==> src/rtl/fp_div_pkg.sv <==
// Shared types and constants for the floating-point divider round/pack stage.
package fp_div_pkg;

    localparam int EXP_BIAS = 127;
    localparam int EXP_W    = 10;
    localparam int QUOT_W   = 26;
    localparam int MANT_W   = 23;
    localparam int XEXP_W   = EXP_W + 2;      // headroom for the -1 normalise step and rounding carry
    localparam int EXP_MAX  = 2 * EXP_BIAS + 1;

    localparam logic [31:0] FP_QNAN    = 32'h7FC00000;
    localparam logic [7:0]  FP_INF_EXP = 8'hFF;

    typedef enum logic [1:0] {
        SPECIAL_NORMAL = 2'b00,
        SPECIAL_ZERO   = 2'b01,
        SPECIAL_INF    = 2'b10,
        SPECIAL_NAN    = 2'b11
    } special_e;

    typedef struct packed {
        logic              sign;
        logic [XEXP_W-1:0] exp;
        logic [MANT_W-1:0] mant;
        logic              guard;
        logic              sticky;
        special_e          special;
    } norm_t;

endpackage

==> src/rtl/fp_div_round_rne.sv <==
// Round-to-nearest-even on a 23-bit fraction; carry-out wraps the fraction to zero.
module fp_round_rne
    import fp_div_pkg::*;
(
    input  logic [MANT_W-1:0] mant,
    input  logic              guard,
    input  logic              sticky,
    output logic [MANT_W-1:0] mant_rnd,
    output logic              carry,
    output logic              inexact
);

    logic round_up;

    assign round_up            = guard && (sticky || mant[0]);
    assign {carry, mant_rnd}   = {1'b0, mant} + {{MANT_W{1'b0}}, round_up};
    assign inexact             = guard || sticky;

endmodule

==> src/rtl/fp_div_round.sv <==
// Two-stage normalise + round/pack back end of an IEEE754 single divider.
// Define FP_DIV_ROUND_FLAGS_EN to add the out_flags port and its pipeline.
module fp_div_round
    import fp_div_pkg::*;
#(
    parameter int DATA_WIDTH = 32
) (
    input  logic                  clk,
    input  logic                  rst,
    input  logic                  in_valid,
    output logic                  in_ready,
    input  logic                  in_sign,
    input  logic [EXP_W-1:0]      in_exp,
    input  logic [QUOT_W-1:0]     in_quot,
    input  logic                  in_sticky,
    input  logic [1:0]            in_special,
    output logic                  out_valid,
    input  logic                  out_ready,
    output logic [DATA_WIDTH-1:0] out_data
`ifdef FP_DIV_ROUND_FLAGS_EN
    ,
    output logic [3:0]            out_flags
`endif
);

    logic                  en;
    logic                  s1_valid_reg;
    logic                  s2_valid_reg;
    norm_t                 s1_reg;
    norm_t                 s1_next;
    logic [XEXP_W-1:0]     exp_ext;
    logic [DATA_WIDTH-1:0] out_data_reg;
    logic [DATA_WIDTH-1:0] s2_data_next;
    logic [MANT_W-1:0]     rnd_mant;
    logic                  rnd_carry;
    logic                  rnd_inexact;
    logic [XEXP_W-1:0]     exp_final;
    logic                  is_ovf;
    logic                  is_unf;

    // Whole pipe moves together; only a stalled, full output stage blocks it.
    assign en        = !s2_valid_reg || out_ready;
    assign in_ready  = en;
    assign out_valid = s2_valid_reg;
    assign out_data  = out_data_reg;

    assign exp_ext = {{(XEXP_W-EXP_W){in_exp[EXP_W-1]}}, in_exp};

    always_comb begin
        s1_next         = '0;
        s1_next.sign    = in_sign;
        s1_next.special = special_e'(in_special);
        if (in_quot[25]) begin
            s1_next.mant   = in_quot[24:2];
            s1_next.guard  = in_quot[1];
            s1_next.sticky = in_quot[0] | in_sticky;
            s1_next.exp    = exp_ext;
        end else begin
            s1_next.mant   = in_quot[23:1];
            s1_next.guard  = in_quot[0];
            s1_next.sticky = in_sticky;
            s1_next.exp    = exp_ext - XEXP_W'(1);
        end
        // A quotient without a leading one cannot be normalised; emit a clean zero.
        if (s1_next.special == SPECIAL_NORMAL && in_quot[25:24] == 2'b00) begin
            s1_next.special = SPECIAL_ZERO;
        end
    end

    fp_round_rne u_round (
        .mant     (s1_reg.mant),
        .guard    (s1_reg.guard),
        .sticky   (s1_reg.sticky),
        .mant_rnd (rnd_mant),
        .carry    (rnd_carry),
        .inexact  (rnd_inexact)
    );

    assign exp_final = s1_reg.exp + XEXP_W'(rnd_carry);
    assign is_ovf    = $signed(exp_final) >= $signed(XEXP_W'(EXP_MAX));
    assign is_unf    = $signed(exp_final) <= $signed(XEXP_W'(0));

    always_comb begin
        s2_data_next = '0;
        case (s1_reg.special)
            SPECIAL_NAN:  s2_data_next = FP_QNAN;
            SPECIAL_INF:  s2_data_next = {s1_reg.sign, FP_INF_EXP, 23'h0};
            SPECIAL_ZERO: s2_data_next = {s1_reg.sign, 31'h0};
            default: begin
                if (is_ovf) begin
                    s2_data_next = {s1_reg.sign, FP_INF_EXP, 23'h0};
                end else if (is_unf) begin
                    s2_data_next = {s1_reg.sign, 31'h0};
                end else begin
                    s2_data_next = {s1_reg.sign, exp_final[7:0], rnd_mant};
                end
            end
        endcase
    end

    always_ff @(posedge clk) begin
        if (rst) begin
            s1_valid_reg <= 1'b0;
            s2_valid_reg <= 1'b0;
            out_data_reg <= '0;
        end else if (en) begin
            s1_valid_reg <= in_valid;
            s2_valid_reg <= s1_valid_reg;
            if (in_valid) begin
                s1_reg <= s1_next;
            end
            if (s1_valid_reg) begin
                out_data_reg <= s2_data_next;
            end
        end
    end

`ifdef FP_DIV_ROUND_FLAGS_EN
    // Flag order: {invalid, overflow, underflow, inexact}
    logic [3:0] flags_next;
    logic [3:0] flags_reg;

    always_comb begin
        flags_next = 4'b0000;
        case (s1_reg.special)
            SPECIAL_NAN:  flags_next = 4'b1000;
            SPECIAL_INF,
            SPECIAL_ZERO: flags_next = 4'b0000;
            default: begin
                if (is_ovf) begin
                    flags_next = 4'b0101;
                end else if (is_unf) begin
                    flags_next = 4'b0011;
                end else begin
                    flags_next = {3'b000, rnd_inexact};
                end
            end
        endcase
    end

    always_ff @(posedge clk) begin
        if (rst) begin
            flags_reg <= 4'b0000;
        end else if (en && s1_valid_reg) begin
            flags_reg <= flags_next;
        end
    end

    assign out_flags = flags_reg;
`else
    logic unused_inexact;
    assign unused_inexact = rnd_inexact;
`endif

endmodule

==> config.mk <==
export PLATFORM = sky130hd
export DESIGN_NAME = fp_div_round
export DESIGN_NICKNAME = d
export VERILOG_FILES = /design/src/rtl/fp_div_pkg.sv /design/src/rtl/fp_div_round_rne.sv /design/src/rtl/fp_div_round.sv
export SDC_FILE = /design/constraint.sdc
export NUM_CORES = 1
export LEC_CHECK = 0
export ABC_CLOCK_PERIOD_IN_PS = 4000
export CAP_MARGIN = 20
export CORE_MARGIN = 3
export CORE_UTILIZATION = 51
export CTS_CLUSTER_SIZE = 10
export DETAILED_ROUTE_END_ITERATION = 8
export GPL_ROUTABILITY_DRIVEN = 0
export PLACE_DENSITY = 0.8
export SLEW_MARGIN = 30
export SYNTH_ARGS = -nofsm -noshare
export SYNTH_HDL_FRONTEND = slang
export SYNTH_SLANG_ARGS = --single-unit
==> constraint.sdc <==
create_clock -name clk -period 4 [get_ports clk]
set_input_delay 0.8 -clock clk [delete_from_list [all_inputs] [get_ports clk]]
set_output_delay 0.8 -clock clk [all_outputs]
set_load 0.01 [all_outputs]
Yosys cells after proc, flatten, opt, wreduce, memory -nomap -nowiden

Index checks and enable logic that the tools add are counted.

ROM bits: 0
Output and inout bits: 34
Logic and storage cells: 32
Bits of input ports: 44
Flip-flop bits (word level): 74
Memories kept: 0
Bits in latches: 0
Bits in writable memories: 0

Multiplexer cells: 4
$add $sub $neg: 3
Shift operators: 0
Multipliers: 0
Eq/ne operators: 3
Divide/modulo/power cells: 0
Order comparisons: 2
Reduce and logical (&&, ||, !) cells: 9
Bitwise logic cells: 2

Operator list:

| operator                                             | number |
|---|---|
| case mux 32 bit (3 select lines)                     | 1 |
| 2-to-1 mux 31 bit                                    | 2 |
| 2-to-1 mux 37 bit                                    | 1 |
| adder 23 x 1 -> 24 bit                               | 1 |
| adder 12 x 1 -> 12 bit                               | 1 |
| >= comparator 12 x 9 -> 1 bit, second input constant | 1 |
| <= comparator 12 x 1 -> 1 bit, second input constant | 1 |
| subtractor 10 x 2 -> 11 bit, second input constant   | 1 |
| equality test 2 bit, second input constant           | 2 |
| logical NOT 2 bit                                    | 2 |
| AND reduction 3 bit                                  | 1 |
| equality test 2 x 1 -> 1 bit, second input constant  | 1 |
| logical AND 1 bit                                    | 2 |
| logical OR 1 bit                                     | 2 |
| AND reduction 2 bit                                  | 1 |
| logical NOT 1 bit                                    | 1 |
| NOT 1 bit                                            | 1 |
| OR 1 bit                                             | 1 |

Logic depth before layout (Yosys ltp)

Depth in word-level cells: 8
Gate-level depth with buffers: 15
Gate-level depth less buffers: 14

Cells and area by module

Synthesis repeated with hierarchy kept, for this count alone.

Cell total of the unflattened synthesis: 336
Area total of the unflattened synthesis: 3771.1 um2

By module, submodules not included:

| module       | cells an instance | area an instance (um2) | sequential area each (um2) | times used |
|---|---|---|---|---|
| fp_div_round | 264               | 3268.1                 | 1851.8                     | 1 |
| fp_round_rne | 72                | 503.0                  | 0.0                        | 1 |

Least setup slack after synthesis

No wires, ideal clock.

Path type: register to register
Start point: register s1_reg[4] in the netlist's numbering
End point: register out_data_reg[30], in the netlist out_data[30]
Stages on the path, launching flop included: 16
Period minus slack after synthesis: 3233 ps
Arrival: 3154 ps
Required time: 3921 ps
Slack: 767 ps
Setup time: 79 ps
Buffers on the path: 1
Path through: edfxtp_1 -> o21a_1 -> ha_1 -> and2_1 -> nand2_1 -> nor4_1 -> and3_1 -> ha_1 -> ha_1 -> nand3_1 -> or3_1 -> and2_1 -> o32a_2 -> and2_1 -> buf_2 -> a211oi_2

Word-level cells in the longest chain between the ends: 8
Elaborated cells on any way between the ends: 9
Classes of those cells: 2 x add/sub; 2 x order compare; 3 x mux; 2 x reduce/logical

Ends and longest elaborated chain:

| element                            | line                   | source |
|---|---|---|
| start: declaration                 | fp_div_round.sv:29     | `norm_t s1_reg;` |
| start signal: assignment           | fp_div_round.sv:110    | `s1_reg <= s1_next;` |
| logical OR 1 bit                   | fp_div_round_rne.sv:15 | `assign round_up = guard && (sticky \|\| mant[0]);` |
| logical AND 1 bit                  | fp_div_round_rne.sv:15 |  |
| adder 23 x 1 -> 24 bit *           | fp_div_round_rne.sv:16 | `assign {carry, mant_rnd} = {1'b0, mant} + {{MANT_W{1'b0}}, round_up};` |
| adder 12 x 1 -> 12 bit *           | fp_div_round.sv:79     | `assign exp_final = s1_reg.exp + XEXP_W'(rnd_carry);` |
| <= comparator 12 x 1 -> 1 bit      | fp_div_round.sv:81     | `assign is_unf = $signed(exp_final) <= $signed(XEXP_W'(0));` |
| 2-to-1 mux 31 bit                  | fp_div_round.sv:92     | `end else if (is_unf) begin` |
| 2-to-1 mux 31 bit *                | fp_div_round.sv:90     | `if (is_ovf) begin` |
| case mux 32 bit (3 select lines) * | fp_div_round.sv:85     | `case (s1_reg.special)` |
| end signal: assignment             | fp_div_round.sv:113    | `out_data_reg <= s2_data_next;` |
| end: declaration                   | fp_div_round.sv:32     | `logic [DATA_WIDTH-1:0] out_data_reg;` |

Every way passes the cells marked *; elsewhere a longest branch is shown, timed or not.
A chain may end at the register's enable or synchronous reset.

Final worst setup path

Start point: register s1_reg[4] in the netlist's numbering
End point: register out_data_reg[3], in the netlist out_data[3]

Word-level cells in the longest chain between the ends: 8
Elaborated cells on any way between the ends: 9
Classes of those cells: 2 x add/sub; 2 x order compare; 3 x mux; 2 x reduce/logical

Ends and longest elaborated chain:

| element                            | line |
|---|---|
| logical OR 1 bit                   | fp_div_round_rne.sv:15 |
| logical AND 1 bit                  | fp_div_round_rne.sv:15 |
| adder 23 x 1 -> 24 bit *           | fp_div_round_rne.sv:16 |
| adder 12 x 1 -> 12 bit             | fp_div_round.sv:79 |
| <= comparator 12 x 1 -> 1 bit      | fp_div_round.sv:81 |
| 2-to-1 mux 31 bit                  | fp_div_round.sv:92 |
| 2-to-1 mux 31 bit *                | fp_div_round.sv:90 |
| case mux 32 bit (3 select lines) * | fp_div_round.sv:85 |

Marks and branches as above.

==> results.rst <==
.. list-table::
   :header-rows: 1

   * - Metric
     - Value
   * - Synth Cell Area
     - 3677 um^2
   * - Cell area after placement
     - 4496 um^2
   * - Cells after DPL
     - 499
   * - Number of buffer cells added on primary ports
     - 77
   * - Reported leakage power
     - 1.625 nW
   * - Diodes inserted
     - 0
   * - Clock tree from TritonCTS
     - built
   * - Class of the worst hold path
     - reg2reg
   * - Maximum clock skew at final layout
     - 8.229 ps
   * - # H-tree levels
     - 3
   * - Netlist cell types
     - 48
   * - Mapped Nets
     - 387
   * - Slew at the pin with the worst max-slew slack
     - 518.2 ps
   * - Share of flip-flops with an asynchronous set or reset
     - 0%
   * - Most area-consuming cells after synthesis
     - sky130_fd_sc_hd__edfxtp_1 32%, sky130_fd_sc_hd__dfxtp_1 19%, sky130_fd_sc_hd__mux2_2 7.3%, sky130_fd_sc_hd__o21ai_2 4.8%, sky130_fd_sc_hd__xor2_1 4.8%
   * - 1st-pass router iterations
     - 4
   * - CP delay by family, top
     - simple AND/OR/NAND/NOR gates
   * - Pwr dens
     - 329.6 nW/um^2
   * - Synthesis-stage register bit count
     - 73
   * - Period Utilization, post-route
     - 91.41%
   * - Number of clock buffers inserted by TritonCTS
     - 9
   * - Final setup violation count
     - 0
   * - Residual overflow from global routing
     - 0
   * - Core ar.
     - 6907 um^2
   * - IO Count
     - 78
   * - Maximum clock frequency
     - 0.2735 GHz
   * - Count of clock tree sinks
     - 73
   * - Final cell area excluding filler cells
     - 4684 um^2
   * - Clock input transition at the sequential cells of the worst setup and hold paths
     - 70 ps
   * - Required time at the endpoint of the critical path
     - 4250 ps
   * - Pin count of the biggest net entering global routing
     - 40
   * - Global Route Usage Sum
     - 17.59%
   * - Initial core utilization
     - 53.24%
   * - Final Max Tran Viols
     - 0
   * - Cell seen most often among critical-path stages
     - sky130_fd_sc_hd__ha_1
   * - Crit Path Category
     - reg2reg
   * - Relative slew margins
     - 65.14%
   * - Worst supply voltage drop on vdd
     - 0.1709 mV
   * - Row cnt
     - 30
   * - DRC
     - 0
   * - Aggregate negative setup slack
     - 0 ps
   * - Layout cells sized above 1
     - 17.18%
   * - Post-placement worst setup slack
     - 245.8 ps
   * - Number of synthesized flops with an enable pin
     - 39
   * - Sequential share of the synthesized area
     - 50.36%
   * - Max-capacitance violation count
     - 0
   * - Max Buffers Root-to-Sink
     - 2
   * - Die width
     - 90.92 um
   * - Final critical-path required period
     - 3656 ps
   * - Root buf cell
     - sky130_fd_sc_hd__clkbuf_8
   * - Vias/cell
     - 5.293
   * - Total half-perimeter wirelength after legalization and detailed placement
     - 5408 um
   * - Die span in y
     - 90.92 um
   * - Clock insertion delay at the later pin of the skew report
     - 340 ps
   * - Largest fanout of any net on the critical path
     - 22
   * - Antenna violation net count after detailed routing
     - 0
   * - Synthesis Warnings
     - 0
   * - Synth Flop Type
     - sky130_fd_sc_hd__edfxtp_1
   * - Final std cells w/o fill
     - 515
   * - Cell taking the most area after synthesis
     - sky130_fd_sc_hd__edfxtp_1
   * - Instance count of the mapped netlist
     - 337
   * - Endpoint kind of the worst setup timing path
     - register
   * - Result of the run
     - finished clean
   * - Via count
     - 2726
   * - Max stage delay on crit path
     - 520 ps
   * - Critical path launch point type
     - register
   * - Flip-flop count of the largest register after layout
     - 39
   * - Fillers
     - 550
   * - Smallest hold slack
     - 458.2 ps
   * - Area added between synthesis and finish
     - 27.39%
   * - Wire length of the first global-routing pass
     - 11630 um
   * - List of most frequent post-synthesis cells
     - 39 x sky130_fd_sc_hd__edfxtp_1, 39 x sky130_fd_sc_hd__nand2_1, 34 x sky130_fd_sc_hd__dfxtp_1
   * - Critical-path cell with the highest stage delay
     - sky130_fd_sc_hd__or4_1
   * - Setup slack after layout
     - 343.5 ps
   * - Hold Vio Cnt, Final
     - 0
   * - Share of Yosys cell area claimed by the top area cell type
     - 31.85%
   * - Per-cell routed wire length
     - 14.14 um
   * - Signal arrival time at the worst endpoint
     - 3910 ps
   * - Per-instance average area after synthesis
     - 10.91 um^2
   * - Antenna violations before repair
     - 0
   * - Total buffers and inverters traversed by the critical path
     - 0
   * - Initial DRC Count
     - 164
   * - Unrepaired setup endpoints after global routing
     - false
   * - Critical path, cell by cell
     - o21a_1 -> ha_1 -> and2_1 -> nand2_1 -> nor4_2 -> and3_1 -> ha_1 -> ha_1 -> nand3_1 -> or4_1 -> a211oi_2 -> o32a_2 -> nand3_4 -> o21ai_0
   * - Nets@finish
     - 464
   * - FF/Latch Area
     - 1852 um^2
   * - Total length of routed wires
     - 7284 um
   * - Die area
     - 8266 um^2
   * - Combined area of the multi-input logic cells
     - 1688 um^2
   * - Number of global-route vias before repair
     - 2533
[cell usage in the layout, fill, tap and decap left out, types with 4 or more instances in the layout]
cell type	count
sky130_fd_sc_hd__a21oi_1	10
sky130_fd_sc_hd__nand3_1	11
sky130_fd_sc_hd__clkdlybuf4s50_1	77
sky130_fd_sc_hd__and2_1	4
sky130_fd_sc_hd__clkbuf_8	12
sky130_fd_sc_hd__mux2_2	24
sky130_fd_sc_hd__xnor2_1	17
sky130_fd_sc_hd__dfxtp_1	34
sky130_fd_sc_hd__nand2_1	39
sky130_fd_sc_hd__edfxtp_1	39
sky130_fd_sc_hd__ha_1	6
sky130_fd_sc_hd__buf_4	4
sky130_fd_sc_hd__inv_1	11
sky130_fd_sc_hd__xor2_1	20
sky130_fd_sc_hd__o21ai_2	20
sky130_fd_sc_hd__nor3_1	9
sky130_fd_sc_hd__nor2_1	16
sky130_fd_sc_hd__o21ai_0	11
sky130_fd_sc_hd__nand4_1	11
sky130_fd_sc_hd__nand2b_1	4
[metal layers]
layer  global-route usage, %  share of wire (%)  vias up
li1                        -                  -     1377
met2                   27.61                 46       97
met3                   4.833                6.2        6
met4                   6.784                1.1        0
met5                       0                  0        -
met1                   23.18                 47     1246
[through the flow]
step | util [%] | power [mW]
2_1_floorplan | - | 0.9539
3_5_place_dp | 65.09 | 1.040
4_1_cts | 67.74 | 1.554
3_3_place_gp | 65.09 | 1.037
5_1_grt | 67.83 | 1.602
6_report | 67.83 | 1.544
[cell type report]
| cell class | instances | area share (%) |
|---|---|---|
| repair buffers | 81 | 17.09 |
| multi-input cells | 238 | 36.03 |
| flip-flops and latches | 73 | 39.53 |
| clock buffers | 13 | 3.606 |
| well taps | 96 | 2.564 |
| inverters | 11 | 0.8814 |
| clock inverters | 3 | 0.2938 |
[final timing paths]
path           startpoint           end  slack (ps)  cells after the start
min          out_data[21]  out_data[21]         460                      2
max reg2reg     s1_reg[4]   out_data[3]         340                     14
max             s1_reg[4]   out_data[3]         340                     14
min reg2reg  out_data[21]  out_data[21]         460                      2
[report_power, final]
group	total, mW	switching, mW	internal (mW)
Sequential	0.849	0.0247	0.824
Combinational	0.177	0.0784	0.0984
Clock	0.518	0.246	0.272
[cell families (layout without fill, tap and decap cells)]
group | Yosys count | in the layout | synth area share [%]
adder cells (fa/ha/maj) | 6 | 6 | 2.041
XOR/XNOR | 37 | 37 | 8.812
multiplexers | 26 | 26 | 7.894
AO/OA/AOI/OAI | 56 | 56 | 11.40
flip-flops | 73 | 73 | 50.36
buffers and inverters | 26 | 108 | 3.913
AND/OR/NAND/NOR | 113 | 113 | 15.58
[repair_timing]
action                                  4_1_cts  5_1_grt
endpoints found under the setup margin        0        2
hold buffers                                  0        0
buffers inserted                              0        0
resized for setup                             0        1
[tightest hold or removal path: stages (launching register included)]
cell and delay (ps):
sky130_fd_sc_hd__dfxtp_1 330, sky130_fd_sc_hd__nand2_1 60, sky130_fd_sc_hd__o21ai_2 50
No activity file was read; power rests on OpenSTA's default activity.
==> variant 1 (same flow settings) <==
Set the package constant `EXP_W` to 9 (it was 10).
--- a/src/rtl/fp_div_pkg.sv
+++ b/src/rtl/fp_div_pkg.sv
@@ -4,3 +4,3 @@
     localparam int EXP_BIAS = 127;
-    localparam int EXP_W    = 10;
+    localparam int EXP_W    = 9;
     localparam int QUOT_W   = 26;
Ports: changed (resized in_exp); port bits go from 78 to 77. The function was not compared with the original's and may differ.
==> variant 1 against the unedited design <==
Total power rose by 1.5%; design area fell by 1.3%; worst setup slack improved by 0.26 ns; sequential power fell by 1%; synthesized cell count fell by 0.89%; first-iteration DRC count fell by 10%; routed wire length rose by 0.19%; critical path type unchanged; count of clock-buffer cells in the layout fell by 1; synthesized area fell by 2.8%; largest cell class unchanged; via count fell by 0.84%; combinational power rose by 3%; sequential cell count fell by 1; highest routed layer unchanged.
==> variant 1: results (changes against the unedited design) <==
status completed; clock-pin slew on the worst setup and hold paths 0.07 ns (about the same); IO Port Bufs 76 (-1.3%); 1st-pass router iterations 4 (unchanged); Crit Path Max Fanout 26 (+18%); DP Cell Count 494 (-1.0%); vias 2703 (-0.84%); max FFs per register 38 (-2.6%); Distinct cells, synth 45 (-6.3%); GR Layer Usage met3 3.67% (-1.2 points); met2 usage 28.4% (+0.84 points); XOR/XNOR Fraction of Synth Area 9.07% (+0.26 points); Largest stage delay, worst path 0.40 ns (-0.12 ns); Psw 0.000358 W (+2.6%); VDD IR-drop max 0.219 mV (+28%); routed wire length 7.30 mm (+0.19%); Synth Instances 334 (-0.89%); Layout Nets 460 (-0.86%); Metal-1 WL 3.44 mm (+1.4%); largest cells by area after synthesis edfxtp_1 32%, dfxtp_1 19%, mux2_2 7.6%; Vias/cell 5.30 (+0.13%); fraction of area in multi-input gates 35.7% (-0.38 points); clk tree area frac 4.33% (+0.43 points); FILL cells 511 (-7.1%); final setup skew 0.00717 ns (-0.00106 ns); pin count of the biggest net entering global routing 39 (-2.5%); Slowest cell on crit path or3_4; sequential share of the synthesized area 51.0% (+0.62 points); Syn Nets 382 (-1.3%); seq_cells 72 (-1.4%); Inverters 10 (-1); Synth top cells by count 41 x nand2_1, 38 x edfxtp_1, 34 x dfxtp_1, 24 x mux2_2, 24 x nor2_1; clock buffers 12 (-1); proportion of synthesized area in mux cells 7.84% (-0.051 points); WL met2 3.32 mm (-1.0%); Final non-clock buffer share 17.3% (+0.18 points); arrival time at the worst endpoint 3.67 ns (-0.24 ns); vias in the first global route 2531 (-0.079%); Slew @ Worst Pin 0.651 ns (+0.133 ns); top routing layer used met4; first-pass GRT wire length 12.2 mm (+5.0%); dpl hpwl 5.57 mm (+3.0%); Met3 Routed Length 467 um (+3.1%); Leak 1.58 nW (-2.8%); Setup WS pre-CTS 0.641 ns (+0.396 ns); Post-synth EDFFs 38 (-2.6%); layout cells sized above 1 12.7% (-4.5 points); Clk. pwr 0.000545 W (+5.2%); Iter 0 DRT Violations 147 (-10%); Seq. pwr 0.000839 W (-1%)
## variant 1: metrics by stage
stage | cell area [um2] | power (W)
2_1_floorplan | 3570 | 0.000945
3_3_place_gp | 4420 | 0.00103
3_5_place_dp | 4420 | 0.00104
4_1_cts | 4620 | 0.00158
5_1_grt | 4620 | 0.00163
6_report | 4620 | 0.00157
## variant 1: worst paths after layout
kind | to | depth (start not counted) | slack (ns) | start
max reg2reg | out_data[24]$_SDFFE_PP0P_ | 14 | 0.60 | s1_reg[4]$_DFFE_PP_
max | out_data[24]$_SDFFE_PP0P_ | 14 | 0.60 | s1_reg[4]$_DFFE_PP_
min reg2reg | out_data[31]$_SDFFE_PP0P_ | 2 | 0.45 | out_data[31]$_SDFFE_PP0P_
min | out_data[31]$_SDFFE_PP0P_ | 2 | 0.45 | out_data[31]$_SDFFE_PP0P_
==> variant 2 (config.mk and constraints unchanged) <==
Without the edit above. The option `FP_DIV_ROUND_FLAGS_EN` is turned on by a define.
--- a/src/rtl/fp_div_round.sv
+++ b/src/rtl/fp_div_round.sv
@@ -2,2 +2,4 @@
 // Define FP_DIV_ROUND_FLAGS_EN to add the out_flags port and its pipeline.
+`define FP_DIV_ROUND_FLAGS_EN
+
 module fp_div_round
Formal check against the unedited RTL (old outputs only; new: out_flags): equivalent (equiv_simple and equiv_induct, registers matched by name and starting in step).
==> variant 2 against the unedited design <==
Maximum frequency is 2.0% lower; cell count up 7.4%; sequential cell count is 4 higher; worst setup slack lost 0.075 ns; total power up 9.1%; synthesized area increased by 5.0%; design area grew 6.4%; routed wire length grew 15%; critical endpoint is now out_data[4]$_SDFFE_PP0P_; largest cell class unchanged; highest routed layer unchanged.
==> variant 2: results (changes against the unedited design) <==
status completed; post-synthesis adder-cell area fraction 1.94% (-0.098 points); final setup skew 0.00671 ns (-0.00152 ns); 1st-pass router iterations 6 (+2); Psw 0.000390 W (+12%); placed inst area 4780 um2 (+6.3%); FILL cells 583 (+6.0%); Inverters 8 (-3); vias 3039 (+11%); Iter 0 DRT Violations 214 (+30%); Reg area 1930 um2 (+4.3%); Synth top cells by count 42 x nand2_1, 39 x edfxtp_1, 38 x dfxtp_1, 29 x nor2_1, 27 x xnor2_1; Leak 1.70 nW (+4.4%); Layout Nets 499 (+7.5%); largest cells by area after synthesis edfxtp_1 30%, dfxtp_1 20%, mux2_2 7.0%; clock buffer depth 2 (unchanged); cells on worst reg2reg path 13 (-1); pin count of the biggest net entering global routing 40 (unchanged); pwr dens 338 nW/um2 (+2.5%); Final non-clock buffer share 17.0% (-0.080 points); share of synthesized registers carrying an async set or reset 0% (unchanged); Synth Area in Compound Gates 12.2% (+0.78 points); Syn Nets 415 (+7.2%); Crit Path Max Fanout 9 (-59%); count of plain and timing-repair buffers 86 (+6.2%); Num Clock Sinks 77 (+5.5%); Distinct cells, synth 49 (+2.1%); wire per inst 15.2 um (+7.1%); Setup WS pre-CTS 0.380 ns (+0.134 ns); first-pass GRT wire length 13.8 mm (+18%); comb_multi_in 267 (+12%); Largest stage delay, worst path 0.45 ns (-0.07 ns); Synth Instances 365 (+8.3%); Slowest cell on crit path o21ai_0; layout cells sized above 1 16.3% (-0.88 points); vias in the first global route 2864 (+13%); VDD IR-drop max 0.275 mV (+61%); GRT Total Usage 20.2% (+2.6 points); Post-Layout Cell Count 553 (+7.4%); multi-input logic area 1840 um2 (+9.3%); clock buffers 11 (-2); arrival time at the worst endpoint 3.97 ns (+0.06 ns); DP Cell Count 537 (+7.6%); proportion of synthesized area in mux cells 7.00% (-0.90 points); Clk. pwr 0.000599 W (+16%)
-- variant 2: worst max-delay path, delay by kind of cell, from the launching register on --
family	cells	cell delay [ns]
flip-flops	1	0.38
buffers and inverters	1	0.26
AO/OA/AOI/OAI	5	1.27
adder cells (fa/ha/maj)	3	0.66
AND/OR/NAND/NOR	4	1.05
-- variant 2: path summary, 6_finish.rpt --
check	from	to	slack [ns]
min reg2reg	out_data[31]$_SDFFE_PP0P_	out_data[31]$_SDFFE_PP0P_	0.45
max	s1_reg[4]$_DFFE_PP_	out_data[4]$_SDFFE_PP0P_	0.27
min	out_data[31]$_SDFFE_PP0P_	out_data[31]$_SDFFE_PP0P_	0.45
max reg2reg	s1_reg[4]$_DFFE_PP_	out_data[4]$_SDFFE_PP0P_	0.27
-- variant 2: per-layer routing --
layer	track usage, %	wire length [um]
met5	0	0
met3	4.51	628
met4	6.96	172
met1	26.9	3720
met2	32.6	3860
